File: config.mk
export PLATFORM = sky130hd
export DESIGN_NAME = shift_sched_flat
export DESIGN_NICKNAME = d
export VERILOG_FILES = /design/src/rtl/shift_sched_if.sv /design/src/rtl/shift_sched.sv /design/src/flat_wrapper.sv
export SDC_FILE = /design/constraint.sdc
export NUM_CORES = 1
export LEC_CHECK = 0
export ABC_CLOCK_PERIOD_IN_PS = 1800
export BUFFER_PORTS_ARGS = -buffer_cell sky130_fd_sc_hd__buf_2
export CAP_MARGIN = 0
export CELL_PAD_IN_SITES_DETAIL_PLACEMENT = 0
export CELL_PAD_IN_SITES_GLOBAL_PLACEMENT = 1
export CORE_ASPECT_RATIO = 1.2
export CORE_MARGIN = 2
export CORE_UTILIZATION = 25
export DETAILED_ROUTE_END_ITERATION = 6
export PLACE_DENSITY = 0.76
export SETUP_SLACK_MARGIN = 0.3
export SLEW_MARGIN = 20
export SYNTH_ARGS = -nofsm -noshare
export SYNTH_HDL_FRONTEND = slang
export SYNTH_SLANG_ARGS = --single-unit
File: constraint.sdc
create_clock -name clk -period 1.8 [get_ports clk]
set_clock_uncertainty 0.15 [all_clocks]
set_input_delay 0.36 -clock clk [delete_from_list [all_inputs] [get_ports clk]]
set_output_delay 0.36 -clock clk [all_outputs]
set_load 0.02 [all_outputs]
File: src/rtl/shift_sched_if.sv
// Request/response bundle between the two ALU-side requesters, the result
// consumer and the shift scheduler.
interface shift_sched_if;
    logic [1:0]  req_valid;
    logic [1:0]  req_ready;
    logic [2:0]  req_op0;
    logic [2:0]  req_op1;
    logic [31:0] req_a0;
    logic [31:0] req_a1;
    logic [31:0] req_b0;
    logic [31:0] req_b1;
    logic        resp_valid;
    logic        resp_ready;
    logic        resp_id;
    logic [31:0] resp_data;
    logic        resp_err;

    modport master (
        output req_valid, req_op0, req_op1, req_a0, req_a1, req_b0, req_b1, resp_ready,
        input  req_ready, resp_valid, resp_id, resp_data, resp_err
    );

    modport slave (
        input  req_valid, req_op0, req_op1, req_a0, req_a1, req_b0, req_b1, resp_ready,
        output req_ready, resp_valid, resp_id, resp_data, resp_err
    );
endinterface

File: src/rtl/shift_sched.sv
// Round-robin scheduler for one shared logical left/right shifter; builds
// SLL/SRL/SRA/ROTL/ROTR from one or two shifter passes.
module shift_sched #(
    parameter int WIDTH = 32
) (
    input  logic             clk,
    input  logic             reset,
    shift_sched_if.slave     io_bus,
    output logic             o_busy,
    output logic [WIDTH-1:0] o_sh_a,
    output logic [WIDTH-1:0] o_sh_b,
    output logic             o_sh_d,
    input  logic [WIDTH-1:0] i_sh_o
);

    localparam logic [1:0] S_IDLE  = 2'b00;
    localparam logic [1:0] S_PASS1 = 2'b01;
    localparam logic [1:0] S_PASS2 = 2'b10;
    localparam logic [1:0] S_DONE  = 2'b11;

    localparam logic [2:0] OP_SLL  = 3'b000;
    localparam logic [2:0] OP_SRL  = 3'b001;
    localparam logic [2:0] OP_SRA  = 3'b010;
    localparam logic [2:0] OP_ROTL = 3'b011;
    localparam logic [2:0] OP_ROTR = 3'b100;

    logic [1:0]       r_state;
    logic [2:0]       r_op;
    logic [WIDTH-1:0] r_a;
    logic [4:0]       r_n;
    logic             r_id;
    logic [WIDTH-1:0] r_acc;
    logic             r_err;
    logic             r_last_gnt;
    logic             r_resp_valid;
    logic             r_busy;

    logic             w_gnt;
    logic             w_accept;
    logic [2:0]       w_sel_op;
    logic [WIDTH-1:0] w_sel_a;
    logic [4:0]       w_sel_n;
    logic [1:0]       w_state_nxt;
    logic [5:0]       w_inv_n;
    logic             w_unused_bits;

    function automatic logic f_legal(input logic [2:0] op);
        f_legal = (op <= OP_ROTR);
    endfunction

    function automatic logic f_need_pass2(input logic [2:0] op, input logic a_msb,
                                          input logic [4:0] n);
        f_need_pass2 = (n != 5'd0) &&
                       (((op == OP_SRA) && a_msb) || (op == OP_ROTL) || (op == OP_ROTR));
    endfunction

    function automatic logic f_pass1_dir(input logic [2:0] op);
        f_pass1_dir = (op == OP_SRL) || (op == OP_SRA) || (op == OP_ROTR);
    endfunction

    assign w_unused_bits = ^{io_bus.req_b0[31:5], io_bus.req_b1[31:5]};
    assign w_inv_n       = 6'd32 - {1'b0, r_n};

    // Round-robin grant and operand selection; acceptance only while idle.
    always_comb begin
        if (io_bus.req_valid == 2'b11) begin
            w_gnt = ~r_last_gnt;
        end else if (io_bus.req_valid[0]) begin
            w_gnt = 1'b0;
        end else begin
            w_gnt = 1'b1;
        end
        w_accept = (r_state == S_IDLE) && (io_bus.req_valid != 2'b00);
        if (!w_accept) begin
            io_bus.req_ready = 2'b00;
        end else if (w_gnt) begin
            io_bus.req_ready = 2'b10;
        end else begin
            io_bus.req_ready = 2'b01;
        end
        if (w_gnt) begin
            w_sel_op = io_bus.req_op1;
            w_sel_a  = io_bus.req_a1;
            w_sel_n  = io_bus.req_b1[4:0];
        end else begin
            w_sel_op = io_bus.req_op0;
            w_sel_a  = io_bus.req_a0;
            w_sel_n  = io_bus.req_b0[4:0];
        end
    end

    // Next-state logic for the pass sequencer.
    always_comb begin
        w_state_nxt = r_state;
        case (r_state)
            S_IDLE: begin
                if (w_accept) begin
                    w_state_nxt = f_legal(w_sel_op) ? S_PASS1 : S_DONE;
                end else begin
                    w_state_nxt = S_IDLE;
                end
            end
            S_PASS1: begin
                if (f_need_pass2(r_op, r_a[WIDTH-1], r_n)) begin
                    w_state_nxt = S_PASS2;
                end else begin
                    w_state_nxt = S_DONE;
                end
            end
            S_PASS2: w_state_nxt = S_DONE;
            S_DONE: begin
                if (io_bus.resp_ready) begin
                    w_state_nxt = S_IDLE;
                end else begin
                    w_state_nxt = S_DONE;
                end
            end
            default: w_state_nxt = S_IDLE;
        endcase
    end

    // Shifter drive; the second pass supplies the bits the first pass shifted out.
    always_comb begin
        o_sh_a = {WIDTH{1'b0}};
        o_sh_b = {WIDTH{1'b0}};
        o_sh_d = 1'b0;
        case (r_state)
            S_PASS1: begin
                o_sh_a = r_a;
                o_sh_b = {{(WIDTH-5){1'b0}}, r_n};
                o_sh_d = f_pass1_dir(r_op);
            end
            S_PASS2: begin
                o_sh_b = {{(WIDTH-6){1'b0}}, w_inv_n};
                case (r_op)
                    OP_SRA: begin
                        o_sh_a = {WIDTH{1'b1}};
                        o_sh_d = 1'b0;
                    end
                    OP_ROTL: begin
                        o_sh_a = r_a;
                        o_sh_d = 1'b1;
                    end
                    OP_ROTR: begin
                        o_sh_a = r_a;
                        o_sh_d = 1'b0;
                    end
                    default: begin
                        o_sh_a = {WIDTH{1'b0}};
                        o_sh_d = 1'b0;
                    end
                endcase
            end
            default: begin
                o_sh_a = {WIDTH{1'b0}};
                o_sh_b = {WIDTH{1'b0}};
                o_sh_d = 1'b0;
            end
        endcase
    end

    // State, operand capture, accumulator and registered response flags.
    always_ff @(posedge clk) begin
        if (reset) begin
            r_state      <= S_IDLE;
            r_op         <= 3'b000;
            r_a          <= {WIDTH{1'b0}};
            r_n          <= 5'd0;
            r_id         <= 1'b0;
            r_acc        <= {WIDTH{1'b0}};
            r_err        <= 1'b0;
            r_last_gnt   <= 1'b1;
            r_resp_valid <= 1'b0;
            r_busy       <= 1'b0;
        end else begin
            r_state      <= w_state_nxt;
            r_resp_valid <= (w_state_nxt == S_DONE);
            r_busy       <= (w_state_nxt != S_IDLE);
            case (r_state)
                S_IDLE: begin
                    if (w_accept) begin
                        r_op       <= w_sel_op;
                        r_a        <= w_sel_a;
                        r_n        <= w_sel_n;
                        r_id       <= w_gnt;
                        r_last_gnt <= w_gnt;
                        r_err      <= ~f_legal(w_sel_op);
                        r_acc      <= {WIDTH{1'b0}};
                    end
                end
                S_PASS1: r_acc <= i_sh_o;
                S_PASS2: r_acc <= r_acc | i_sh_o;
                default: r_acc <= r_acc;
            endcase
        end
    end

    assign io_bus.resp_valid = r_resp_valid;
    assign io_bus.resp_id    = r_id;
    assign io_bus.resp_data  = r_acc;
    assign io_bus.resp_err   = r_err;
    assign o_busy            = r_busy;

endmodule

File: src/flat_wrapper.sv
// flat-port wrapper written by rule: the top's interface ports become plain ports
module shift_sched_flat 
#(
    parameter int WIDTH = 32
)
  (clk, reset, o_busy, o_sh_a, o_sh_b, o_sh_d, i_sh_o, io_bus_req_valid, io_bus_req_op0, io_bus_req_op1, io_bus_req_a0, io_bus_req_a1, io_bus_req_b0, io_bus_req_b1, io_bus_resp_ready, io_bus_req_ready, io_bus_resp_valid, io_bus_resp_id, io_bus_resp_data, io_bus_resp_err);
  shift_sched_if io_bus_i ();
  input  logic clk;
  input  logic reset;
  output logic o_busy;
  output logic [WIDTH-1:0] o_sh_a;
  output logic [WIDTH-1:0] o_sh_b;
  output logic o_sh_d;
  input  logic [WIDTH-1:0] i_sh_o;
  input wire logic [$bits(io_bus_i.req_valid)-1:0] io_bus_req_valid;
  input wire logic [$bits(io_bus_i.req_op0)-1:0] io_bus_req_op0;
  input wire logic [$bits(io_bus_i.req_op1)-1:0] io_bus_req_op1;
  input wire logic [$bits(io_bus_i.req_a0)-1:0] io_bus_req_a0;
  input wire logic [$bits(io_bus_i.req_a1)-1:0] io_bus_req_a1;
  input wire logic [$bits(io_bus_i.req_b0)-1:0] io_bus_req_b0;
  input wire logic [$bits(io_bus_i.req_b1)-1:0] io_bus_req_b1;
  input wire logic [$bits(io_bus_i.resp_ready)-1:0] io_bus_resp_ready;
  output wire logic [$bits(io_bus_i.req_ready)-1:0] io_bus_req_ready;
  output wire logic [$bits(io_bus_i.resp_valid)-1:0] io_bus_resp_valid;
  output wire logic [$bits(io_bus_i.resp_id)-1:0] io_bus_resp_id;
  output wire logic [$bits(io_bus_i.resp_data)-1:0] io_bus_resp_data;
  output wire logic [$bits(io_bus_i.resp_err)-1:0] io_bus_resp_err;
  assign io_bus_i.req_valid = io_bus_req_valid;
  assign io_bus_i.req_op0 = io_bus_req_op0;
  assign io_bus_i.req_op1 = io_bus_req_op1;
  assign io_bus_i.req_a0 = io_bus_req_a0;
  assign io_bus_i.req_a1 = io_bus_req_a1;
  assign io_bus_i.req_b0 = io_bus_req_b0;
  assign io_bus_i.req_b1 = io_bus_req_b1;
  assign io_bus_i.resp_ready = io_bus_resp_ready;
  assign io_bus_req_ready = io_bus_i.req_ready;
  assign io_bus_resp_valid = io_bus_i.resp_valid;
  assign io_bus_resp_id = io_bus_i.resp_id;
  assign io_bus_resp_data = io_bus_i.resp_data;
  assign io_bus_resp_err = io_bus_i.resp_err;
  shift_sched #(.WIDTH(WIDTH)) u_core (.clk(clk), .reset(reset), .io_bus(io_bus_i), .o_busy(o_busy), .o_sh_a(o_sh_a), .o_sh_b(o_sh_b), .o_sh_d(o_sh_d), .i_sh_o(i_sh_o));
endmodule
==> results by group <==
Routing
  • Via count of the routed design: 4,330
  • DRT antenna net count: 0
  • Drt first pass iters: 6
  • DRC: 0
  • Vias per inst: 5.11
  • WL per Instance: 19.2 um
  • Starting DRT DRC Count: 365
  • Detailed-route wire length: 16,200 um

GRT
  • Vias in the first global route: 4,256
  • Largest net degree at the start of global routing: 54
  • Initial antenna violation count: 0
  • GR peak layer: met2
  • Met3 GRT Util: 4.73%
  • GRT Residual Overflow: 0
  • All-layer global routing usage: 18.4%
  • Met2 Track Usage GR: 32.3%
  • GR Util met1: 20.2%
  • Wire length of the first global-routing pass: 21,800 um

Synth
  • Synth Flop Type: dfxtp_1
  • Synth cell types: 40
  • Post-synth EDFFs: 0
  • Area contributors post-synth: dfxtp_1 44%, a222oi_1 10%, nor2_1 8.5%, a22oi_1 7.2%, a21o_1 6.6%
  • Sequential share of the synthesized area: 43.6%
  • Async SR Flop Fraction: 0%
  • Area leader, netlist: dfxtp_1
  • Gate Count Post-Synth: 404
  • Synth top area share: 43.6%
  • Mapped cell area: 3630 sq um
  • Yosys warns: 0
  • Mean post-synth cell area: 8.98 sq um
  • Seq cells post-synth: 79

Floorplan
  • Die W: 114 um
  • Die Height: 136 um
  • Die area: 15,500 sq um
  • Top Ports: 274
  • Rows: 48
  • Starting Density: 25.4%
  • CORE AREA: 14,300 sq um

Timing
  • Setup ws final: -0.645 ns
  • Max Freq: 409 MHz
  • Max-slew violations: 0
  • Clock period minus worst slack: 2.44 ns
  • Setup Viol. Count Final: 111
  • Setup total negative slack: -31.65 ns
  • RSZ-0062 raised after global routing: yes
  • Tcrit/Tclk final: 136%
  • Final hold vios: 0

Clock tree
  • CTS tree: built
  • CTS sink count: 79
  • Root Driver: clkbuf_16
  • CTS buffer count: 9
  • Clk_lat worst skew: 0.34 ns
  • Hold_buf cts: 0
  • Max Buffers Root-to-Sink: 2
  • # H-tree levels: 3
  • CTS clk-pin slew, worst paths: 0.06 ns

Worst setup path
  • Critical Path End Type: output port
  • Cells on worst reg2reg path: 12
  • Most frequent CP cell: buf_6
  • Buf/Inv on CP: 5
  • CP startpoint kind: flop
  • Critical path class: flop to output port
  • CP top delay family: buffers and inverters
  • Slowest stage cell, crit path: dfxtp_2
  • Critical-path maximum fanout: 8
  • Worst EP arrival: 1.93 ns
  • Req. time, crit path: 1.29 ns
  • Crit-path cells: buf_6 > ha_4 > buf_6 > nand2_4 > nor3_4 > buf_12 > clkbuf_16 > a21o_1 > buf_6
  • Levels on crit path: 9
  • Max incr delay on CP: 0.35 ns

Cells and area
  • Most common cell after layout, fill and taps aside: buf_2
  • Sequential Area: 1590 sq um
  • Nets: 846
  • Layout cells sized above 1: 62.9%
  • Most frequent cells in the layout: 152 x buf_2, 77 x nor2_1, 72 x dfxtp_1, 68 x buf_6, 37 x a222oi_1
  • Layout fillers: 1,262
  • Area Growth Syn to Fin: 99.1%
  • Inserted Diodes: 0
  • Area of the multi-input gates: 2410 sq um
  • Finished Cell Area: 7220 sq um

Power
  • Pwr/cell area: 1140 nW/um^2
  • Maximum vdd drop: 659 uV
  • Leak Pwr: 0.00330 uW
  • Total Power: 8220 uW

Hold path
  • Hold Path Class: primary input to flop
  • Worst Hold Depth: 3

Placement
  • Final HPWL DP: 8850 um
  • # port buffers: 193
  • Gpl congestion: 0.762
  • Area after DPL: 5270 sq um

Run
  • Max_cap viols: 0

Outcome
  • Failing checks: setup timing
  • Run status: complete, but fails checks
where the power goes:
| group | internal (uW) | switching [uW] | leakage [uW] |
|---|---|---|---|
| registers | 2000 | 188 | 0.000649 |
| logic | 2240 | 1980 | 0.00251 |
| clock network | 1100 | 712 | 0.000134 |
| total | 5340 | 2880 | 0.00330 |
cell usage after synthesis (3+ instances only):
| cell type | instances |
|---|---|
| dfxtp_1 | 79 |
| a22oi_1 | 35 |
| nand2_1 | 10 |
| nor2_1 | 82 |
| nand3_1 | 4 |
| a21oi_1 | 8 |
| a222oi_1 | 37 |
| ha_1 | 6 |
| buf_4 | 31 |
| buf_2 | 16 |
| a21o_1 | 32 |
| nor3_1 | 4 |
| clkbuf_1 | 18 |
| nand2b_1 | 3 |
| inv_1 | 8 |
worst paths after layout:
path | startpoint | slack (ns) | endpoint
max | u_core.r_state[1]$_SDFF_PP0_ | -0.64 | o_sh_a[29]
min | io_bus_req_a0[28] | 0.11 | u_core.r_a[28]$_SDFFE_PP0P_
max reg2reg | u_core.r_state[1]$_SDFF_PP0_ | -0.25 | u_core.io_bus.resp_data[11]$_SDFFE_PP0P_
min reg2reg | u_core.io_bus.resp_err$_SDFFE_PP0P_ | 0.34 | u_core.io_bus.resp_err$_SDFFE_PP0P_
worst reg2reg max path, stage by stage (launching register included):
cell and delay (ns):
dfxtp_2 0.35, buf_6 0.11, ha_4 0.18, buf_4 0.13
buf_6 0.10, nor2_4 0.03, buf_4 0.13, a211oi_4 0.26
buf_6 0.17, buf_6 0.09, buf_8 0.11, a22oi_2 0.07
nor2_1 0.10
layout make-up:
class                      instances  share of cell area (%)
clock buffer                      11                    3.36
clock inverter                     3                   0.624
inverter                           8                   0.589
multi-input combinational        277                    33.4
sequential                        79                    22.0
tap                              175                    3.03
timing repair buffer             294                    37.0
routing by layer:
metal | vias to the layer above | share of wire, %
met3 | 32 | 7.5
met4 | 0 | 3.1
met2 | 234 | 52
met1 | 2088 | 38
met5 | - | 0
li1 | 1976 | -
state kept, by name, summed over array words and instances, names as in the netlist:
name	cells
u_core.io_bus.resp_data	32
u_core.io_bus.resp_err	1
u_core.io_bus.resp_id	1
u_core.io_bus.resp_valid	1
u_core.o_busy	1
u_core.r_a	32
u_core.r_last_gnt	1
u_core.r_n	5
u_core.r_op	3
u_core.r_state	2
metrics by stage:
step	cells	utilization [%]	setup WS, ns	hold slack, ns
5_1_grt	847	50.5	-0.687	0.117
2_1_floorplan	429	-	-0.0512	0.334
3_5_place_dp	772	36.9	-0.262	0.318
3_3_place_gp	771	36.8	-0.480	0.293
4_1_cts	831	46.9	-0.597	0.0944
6_report	847	50.5	-0.645	0.115
repair_timing:
action | 4_1_cts | 5_1_grt
resized for setup | 164 | 63
gates cloned | 12 | 7
setup buffers | 33 | 9
pin swaps | 75 | 51
setup endpoints to repair | 118 | 120
kinds of logic (layout without fill, tap and decap cells):
family | after synthesis | after routing | synth area share (%)
DFF | 79 | 79 | 43.6
adders and majority gates | 6 | 6 | 2.07
AOI/OAI and AO/OA | 128 | 128 | 28.9
muxes | 2 | 2 | 0.586
and+or+nand+nor | 115 | 115 | 13.4
other | 1 | 26 | 0.103
buffers and inverters | 73 | 316 | 11.3
No activity file was read; power rests on OpenSTA's default activity.
